**config.mk**
```make
export PLATFORM = sky130hd
export DESIGN_NAME = tank_sprite_scheduler
export DESIGN_NICKNAME = d
export VERILOG_FILES = /design/src/rtl/tank_sprite_scheduler.sv
export SDC_FILE = /design/constraint.sdc
export NUM_CORES = 1
export LEC_CHECK = 0
export ABC_AREA = 1
export CELL_PAD_IN_SITES_DETAIL_PLACEMENT = 1
export CELL_PAD_IN_SITES_GLOBAL_PLACEMENT = 1
export CORE_MARGIN = 2
export CORE_UTILIZATION = 30
export DETAILED_ROUTE_END_ITERATION = 6
export DONT_BUFFER_PORTS = 1
export PLACE_DENSITY = 0.63
export SLEW_MARGIN = 20
export SYNTH_ARGS = -nofsm -noshare
export SYNTH_HDL_FRONTEND = slang
export SYNTH_SLANG_ARGS = --single-unit
```
**constraint.sdc**
```tcl
create_clock -name vga_clk -period 4.7 [get_ports vga_clk]
set_clock_uncertainty 0.2 [all_clocks]
set_input_delay 1.41 -clock vga_clk [delete_from_list [all_inputs] [get_ports vga_clk]]
set_output_delay 1.41 -clock vga_clk [all_outputs]
set_load 0.01 [all_outputs]
```
**src/rtl/tank_sprite_scheduler.sv**
```systemverilog
// tank_sprite_scheduler
//   Shares one synchronous tank-sprite ROM among up to N_SLOTS on-screen tanks.
//   During horizontal blanking (fetch starts at DrawX==640) it copies the
//   32-texel row of each tank that crosses the next scanline into a per-slot
//   row buffer. During active video it picks the lowest-numbered slot with a
//   non-transparent texel and emits its palette index one cycle later.
//
// Ports
//   vga_clk, Reset      pixel clock, synchronous active-high reset
//   DrawX, DrawY        current pixel column / line from the VGA timer
//   slot_valid/x/y/dir  per-slot tank state (sampled only at fetch start)
//   rom_address, rom_q  shared sprite ROM port ({dir,row,col}, 1-cycle read)
//   sprite_hit/idx/slot registered render result for the previous pixel
//   fetch_busy          high while the fetch FSM is not idle
//   collision           sticky multi-sprite overlap flag
//
// Build option
//   TANK_SCHED_COLLIDE_EN  when defined, collision sets on any active pixel
//                          with two or more live slots and clears at the
//                          frame origin; otherwise collision is tied to 0.
module tank_sprite_scheduler #(
  parameter int N_SLOTS = 4
) (
  input  logic                   vga_clk,
  input  logic                   Reset,
  input  logic [9:0]             DrawX,
  input  logic [9:0]             DrawY,
  input  logic [N_SLOTS-1:0]     slot_valid,
  input  logic [10*N_SLOTS-1:0]  slot_x,
  input  logic [10*N_SLOTS-1:0]  slot_y,
  input  logic [2*N_SLOTS-1:0]   slot_dir,
  output logic [11:0]            rom_address,
  input  logic [3:0]             rom_q,
  output logic                   sprite_hit,
  output logic [3:0]             sprite_idx,
  output logic [1:0]             sprite_slot,
  output logic                   fetch_busy,
  output logic                   collision
);

  typedef enum logic [1:0] {IDLE, SCAN, FETCH, DRAIN} state_t;

  localparam logic [1:0] LAST_SLOT = 2'(N_SLOTS - 1);

  state_t               state_reg, state_next;
  logic [1:0]           slot_reg, slot_next;
  logic [4:0]           col_reg, col_next;
  logic [9:0]           next_line_reg;
  logic [N_SLOTS-1:0]   valid_sh_reg;
  logic [N_SLOTS-1:0]   row_valid_reg;
  logic [9:0]           x_sh_reg   [N_SLOTS];
  logic [9:0]           y_sh_reg   [N_SLOTS];
  logic [1:0]           dir_sh_reg [N_SLOTS];

  // ROM data arrives one cycle after the address, so the buffer write is
  // delayed by one cycle using these registered write controls.
  logic                 wr_en_reg;
  logic [1:0]           wr_slot_reg;
  logic [4:0]           wr_col_reg;

  logic                 fetch_start;
  logic                 last_slot;
  logic [9:0]           scan_row;
  logic                 scan_hit;

  logic [N_SLOTS-1:0]   live;
  logic [4*N_SLOTS-1:0] texel_flat;
  logic                 hit_next;
  logic [3:0]           idx_next;
  logic [1:0]           slot_win;
  logic                 sprite_hit_reg;
  logic [3:0]           sprite_idx_reg;
  logic [1:0]           sprite_slot_reg;

  assign fetch_start = (state_reg == IDLE) && (DrawX == 10'd640);
  assign last_slot   = (slot_reg == LAST_SLOT);
  // Unsigned wrap: a sprite starting below next_line yields a huge row.
  assign scan_row    = next_line_reg - y_sh_reg[slot_reg];
  assign scan_hit    = valid_sh_reg[slot_reg] && (next_line_reg < 10'd480) &&
                       (scan_row < 10'd32);

  // ---------------- fetch FSM ----------------
  always_ff @(posedge vga_clk) begin
    if (Reset) begin
      state_reg   <= IDLE;
      slot_reg    <= 2'd0;
      col_reg     <= 5'd0;
      wr_en_reg   <= 1'b0;
      wr_slot_reg <= 2'd0;
      wr_col_reg  <= 5'd0;
    end else begin
      state_reg   <= state_next;
      slot_reg    <= slot_next;
      col_reg     <= col_next;
      wr_en_reg   <= (state_reg == FETCH);
      wr_slot_reg <= slot_reg;
      wr_col_reg  <= col_reg;
    end
  end

  always_comb begin
    state_next  = state_reg;
    slot_next   = slot_reg;
    col_next    = col_reg;
    rom_address = 12'd0;
    fetch_busy  = (state_reg != IDLE);
    case (state_reg)
      IDLE: begin
        if (fetch_start) begin
          state_next = SCAN;
          slot_next  = 2'd0;
        end
      end
      SCAN: begin
        if (scan_hit) begin
          state_next = FETCH;
          col_next   = 5'd0;
        end else if (last_slot) begin
          state_next = DRAIN;
        end else begin
          slot_next = slot_reg + 2'd1;
        end
      end
      FETCH: begin
        rom_address = {dir_sh_reg[slot_reg], scan_row[4:0], col_reg};
        if (col_reg == 5'd31) begin
          if (last_slot) begin
            state_next = DRAIN;
          end else begin
            state_next = SCAN;
            slot_next  = slot_reg + 2'd1;
          end
        end else begin
          col_next = col_reg + 5'd1;
        end
      end
      DRAIN: state_next = IDLE;
      default: state_next = IDLE;
    endcase
  end

  // ---------------- shadow registers / row-valid flags ----------------
  always_ff @(posedge vga_clk) begin
    if (Reset) begin
      next_line_reg <= 10'd0;
      valid_sh_reg  <= '0;
      row_valid_reg <= '0;
    end else begin
      if (fetch_start) begin
        next_line_reg <= (DrawY == 10'd524) ? 10'd0 : DrawY + 10'd1;
        valid_sh_reg  <= slot_valid;
      end
      if (state_reg == SCAN)
        row_valid_reg[slot_reg] <= scan_hit;
    end
  end

  always_ff @(posedge vga_clk) begin
    if (fetch_start) begin
      for (int i = 0; i < N_SLOTS; i++) begin
        x_sh_reg[i]   <= slot_x[10*i +: 10];
        y_sh_reg[i]   <= slot_y[10*i +: 10];
        dir_sh_reg[i] <= slot_dir[2*i +: 2];
      end
    end
  end

  // ---------------- per-slot row buffers and texel lookup ----------------
  genvar gi;
  generate
    for (gi = 0; gi < N_SLOTS; gi++) begin : g_slot
      logic [3:0] rowbuf [32];
      logic [9:0] col_off;

      always_ff @(posedge vga_clk) begin
        if (wr_en_reg && (wr_slot_reg == 2'(gi)))
          rowbuf[wr_col_reg] <= rom_q;
      end

      assign col_off                = DrawX - x_sh_reg[gi];
      assign texel_flat[4*gi +: 4]  = rowbuf[col_off[4:0]];
      assign live[gi] = row_valid_reg[gi] && (DrawX < 10'd640) &&
                        (col_off < 10'd32) && (rowbuf[col_off[4:0]] != 4'd0);
    end
  endgenerate

  // Scan from the highest slot down so the lowest live slot overwrites last.
  always_comb begin
    hit_next = 1'b0;
    idx_next = 4'd0;
    slot_win = 2'd0;
    for (int i = N_SLOTS - 1; i >= 0; i--) begin
      if (live[i]) begin
        hit_next = 1'b1;
        idx_next = texel_flat[4*i +: 4];
        slot_win = 2'(i);
      end
    end
  end

  always_ff @(posedge vga_clk) begin
    if (Reset) begin
      sprite_hit_reg  <= 1'b0;
      sprite_idx_reg  <= 4'd0;
      sprite_slot_reg <= 2'd0;
    end else begin
      sprite_hit_reg  <= hit_next;
      sprite_idx_reg  <= idx_next;
      sprite_slot_reg <= slot_win;
    end
  end

  assign sprite_hit  = sprite_hit_reg;
  assign sprite_idx  = sprite_idx_reg;
  assign sprite_slot = sprite_slot_reg;

`ifdef TANK_SCHED_COLLIDE_EN
  logic [2:0] live_count;
  logic       collision_reg;

  always_comb begin
    live_count = 3'd0;
    for (int i = 0; i < N_SLOTS; i++)
      live_count = live_count + 3'(live[i]);
  end

  // Set has priority over the frame-origin clear.
  always_ff @(posedge vga_clk) begin
    if (Reset)
      collision_reg <= 1'b0;
    else if (live_count >= 3'd2)
      collision_reg <= 1'b1;
    else if ((DrawX == 10'd0) && (DrawY == 10'd0))
      collision_reg <= 1'b0;
  end

  assign collision = collision_reg;
`else
  assign collision = 1'b0;
`endif

endmodule

```
==> results by group <==
Run status
  – Outcome: finished clean

Critical path
  – Slowest stage delay, CP: 0.43 ns
  – Worst-path maximum fanout: 6
  – Cells along the critical path: clkinvlp_4 > buf_4 > a32o_1 > ha_1 > a21o_1 > a31oi_1 > xor2_1 > nor2_1
  – Req. time, crit path: 3.09 ns
  – R2R setup slack: 1.07 ns
  – Reg-to-reg endpoint: col_reg[0]$_SDFFE_PP0P_
  – Crit. End Element: primary output
  – Worst-case reg-to-reg path depth: 13
  – Worst setup SP type: register
  – Bufs and invs on worst path: 2
  – CP max stage cell: dfxtp_2
  – Cell family with most CP delay: compound AO/OA/AOI/OAI gates
  – Crit Path Category: reg -> out
  – Crit path DAT: 2.81 ns

Min path
  – Hold Startpoint: valid_sh_reg[3]$_SDFFE_PP0P_
  – Worst hold stages: 2
  – Hold crit path type: reg -> reg
  – Worst hold endpoint: valid_sh_reg[3]$_SDFFE_PP0P_

Job
  – Number of max-cap violations: 0

Synthesis
  – Synth warnings: 0
  – Share of the yosys chip area belonging to registers: 66.0%
  – Cell area after synthesis: 28600 sq um
  – Post-synthesis average cell area: 10.5 sq um
  – Top FF cell, synth: edfxtp_1
  – Synthesized instance count: 2731
  – Post-synth cell types: 49
  – Post-synthesis sequential element count: 644
  – EDFF count, synth: 600
  – Asr flop ratio synth: 0%
  – Syn nets: 2907

Floorplanning
  – Die width: 313 um
  – Core area: 94900 sq um
  – Ports: 139
  – Die ar.: 98000 sq um
  – Starting Density: 30.2%
  – Die Ht: 313 um
  – Row Count: 113

Clock tree
  – CTS Buffer Depth: 3
  – Worst-Skew Late Latency: 0.62 ns
  – Clock Sinks: 644
  – H-tree lvl count: 3
  – Clk slew on worst S/H paths: 0.05 ns
  – Root Buffer: clkbuf_16
  – Cts-stage hold buffer count: 0
  – CTS tree: yes
  – Inserted Clock Buffers: 73

Drt
  – Met3 wire len: 4850 um
  – Drt wl/cell: 21.4 um
  – Via count: 20213
  – Top Metal Used: met4
  – DRT Pass-1 Iters: 5
  – Metal2 WL: 41700 um
  – Vias per cell: 4.95
  – Final ANT Viol Nets: 0
  – M1 WL: 38500 um
  – Iteration-0 DRC Markers: 1385
  – Drt drc: 0
  – Final Routed Wirelength: 87500 um

STA
  – Post-layout min period: 4.42 ns
  – Final hold violation count: 0
  – Setup TNS: 0 ns
  – Slew Viols, Final: 0
  – Final hold slack: 0.263 ns
  – Max Clk Rate: 226 MHz
  – Rel. slew slack: 34.0%
  – Final worst path period share: 93.9%
  – RSZ-0062 raised after global routing: false
  – Final-report setup violation count: 0
  – Slew @ Worst Pin: 0.988 ns

Global route
  – Global-route wire length before repair: 131000 um
  – Total gr overflow: 0
  – Global-route usage over all layers: 17.6%
  – Vias in the first global route: 20904
  – Initial antenna violation count: 2
  – Largest net degree at the start of global routing: 129

Pwr
  – Leakage dissipation: 11.9 nW
  – PwrDens: 414 nW/um^2
  – Worst VDD drop: 0.000303 V

Finish
  – # nets final: 2942
  – Ratio of cells with drive above 1 in the final layout: 7.84%
  – Area grow syn2layout: 15.2%
  – Flip-flop count of the largest register after layout: 512
  – Antenna Cells: 0

Placement
  – HPWL Detailed: 57000 um
  – Port Buffers: 0
  – Gpl congestion: 0.810
## logic make-up (layout without fill, tap and decap cells)
| logic type | count (synthesis) | count (layout) | share of synthesized area (%) |
|---|---|---|---|
| compound gates | 364 | 364 | 6.94 |
| xor+xnor | 34 | 34 | 1.25 |
| fa+ha+maj | 58 | 58 | 2.66 |
| buf+inv | 298 | 386 | 4.16 |
| flops | 644 | 644 | 66.0 |
| other cells | 1 | 1 | 0.0131 |
| simple gates | 1332 | 1332 | 19.0 |
## timing repair
item	4_1_cts	5_1_grt
buffers inserted	2	3
resized for setup	1	3
gates cloned	0	1
setup endpoints to repair	1	2
## cell type report
type | instances | area [sq um]
Clock buffer | 88 | 1910
Clock inverter | 40 | 612
Fill cell | 10479 | 61900
Inverter | 182 | 693
Multi-Input combinational cell | 1789 | 8580
Sequential cell | 644 | 18900
Tap cell | 1265 | 1580
Timing Repair Buffer | 75 | 713
Timing Repair inverter | 1 | 5.00
## layer usage
metal | global-route usage [%] | vias up
li1 | - | 9486
met1 | 23.4 | 10111
met2 | 29.1 | 479
met3 | 3.59 | 137
met4 | 5.02 | 0
met5 | 0 | -
## metrics by stage
stage	worst slack (ns)	cells	area [sq um]	util [%]	total power, mW
finish	0.285	4084	33000	34.8	13.7
detailed placement	0.00388	3950	30400	32.1	7.65
global route	0.146	4084	33000	34.8	14.1
floorplan	0.0221	2731	28700	-	7.26
global placement	0.0727	3950	30400	32.1	7.65
CTS	0.0234	4080	33000	34.8	13.8
## placed cells by master, fill, tap and decap left out, types with 3 or more instances in the layout
cell type,n
or2_2,4
nand2_2,3
nand3b_1,5
fa_1,5
xor2_1,26
clkinv_1,10
a21o_1,4
nand3_1,248
inv_1,171
buf_4,63
nand3_2,4
buf_12,12
nand4_1,14
ha_2,4
inv_2,7
o21ai_2,3
clkbuf_16,74
nor2_1,404
o21ai_1,4
clkinvlp_4,6
clkinv_2,6
clkbuf_1,13
a21oi_1,70
edfxtp_1,600
bufinv_16,15
a32o_1,7
o22ai_1,67
nor3_1,12
xnor2_1,3
inv_6,3
nand2_1,629
ha_1,49
o21ai_0,199
dfxtp_1,42
## where the power goes
| group | internal, mW | leakage, nW | switching, mW |
|---|---|---|---|
| logic | 0.435 | 4.94 | 0.823 |
| clock network | 3.73 | 1.22 | 2.36 |
| registers | 6.28 | 5.75 | 0.0305 |
## cell usage after synthesis, types with 2 or more instances
master	n	area share [%]
xor2_2	2	0.11
a21oi_1	70	1.2
clkbuf_1	79	1.0
dfxtp_1	44	3.1
nor3_1	12	0.21
nor2_1	404	5.3
nand3b_1	5	0.13
a32o_1	7	0.24
xor2_4	2	0.19
inv_1	174	2.3
o22ai_1	67	1.5
nand2_2	3	0.066
buf_4	3	0.079
buf_1	2	0.026
a31oi_1	2	0.044
fa_1	5	0.35
o21bai_1	2	0.052
nand3_1	250	4.4
nand4_1	14	0.31
nand2_1	629	8.2
nand3_2	2	0.070
inv_2	7	0.092
o21ai_2	3	0.092
a21boi_0	2	0.052
buf_6	2	0.079
ha_1	53	2.3
xor2_1	26	0.79
a21o_1	4	0.10
buf_2	29	0.51
nor2_2	2	0.044
xnor2_1	3	0.092
o21ai_0	199	3.5
o21ai_1	4	0.070
edfxtp_1	600	63
nand2_4	2	0.079
or2_2	4	0.087
## worst max-delay path by stage
stage               startpoint                    endpoint  slack [ns]  depth (start not counted)
floorplan             DrawX[3]  dir_sh_reg[0][0]$_DFFE_PP_        0.02                          5
global route          register              rom_address[8]        0.15                          8
detailed placement    DrawX[0]    sprite_idx[2]$_SDFF_PP0_       0.004                         20
global placement      DrawX[0]       sprite_hit$_SDFF_PP0_        0.07                         19
CTS                   register              rom_address[9]        0.02                         10
finish                register              rom_address[8]        0.28                          8
## worst reg2reg max path: stages, from the launching register on
cell and delay (ns):
dfxtp_2 0.43, clkinvlp_2 0.45, a32o_1 0.47, ha_1 0.36, inv_1 0.08, nor3_1 0.29
nand3_1 0.12, nand2_1 0.14, xor2_1 0.23, nand3_2 0.19, nand2_1 0.19, nand2_1 0.20
nand2_1 0.11, a21oi_1 0.07
(Power assumes the default switching activity.)
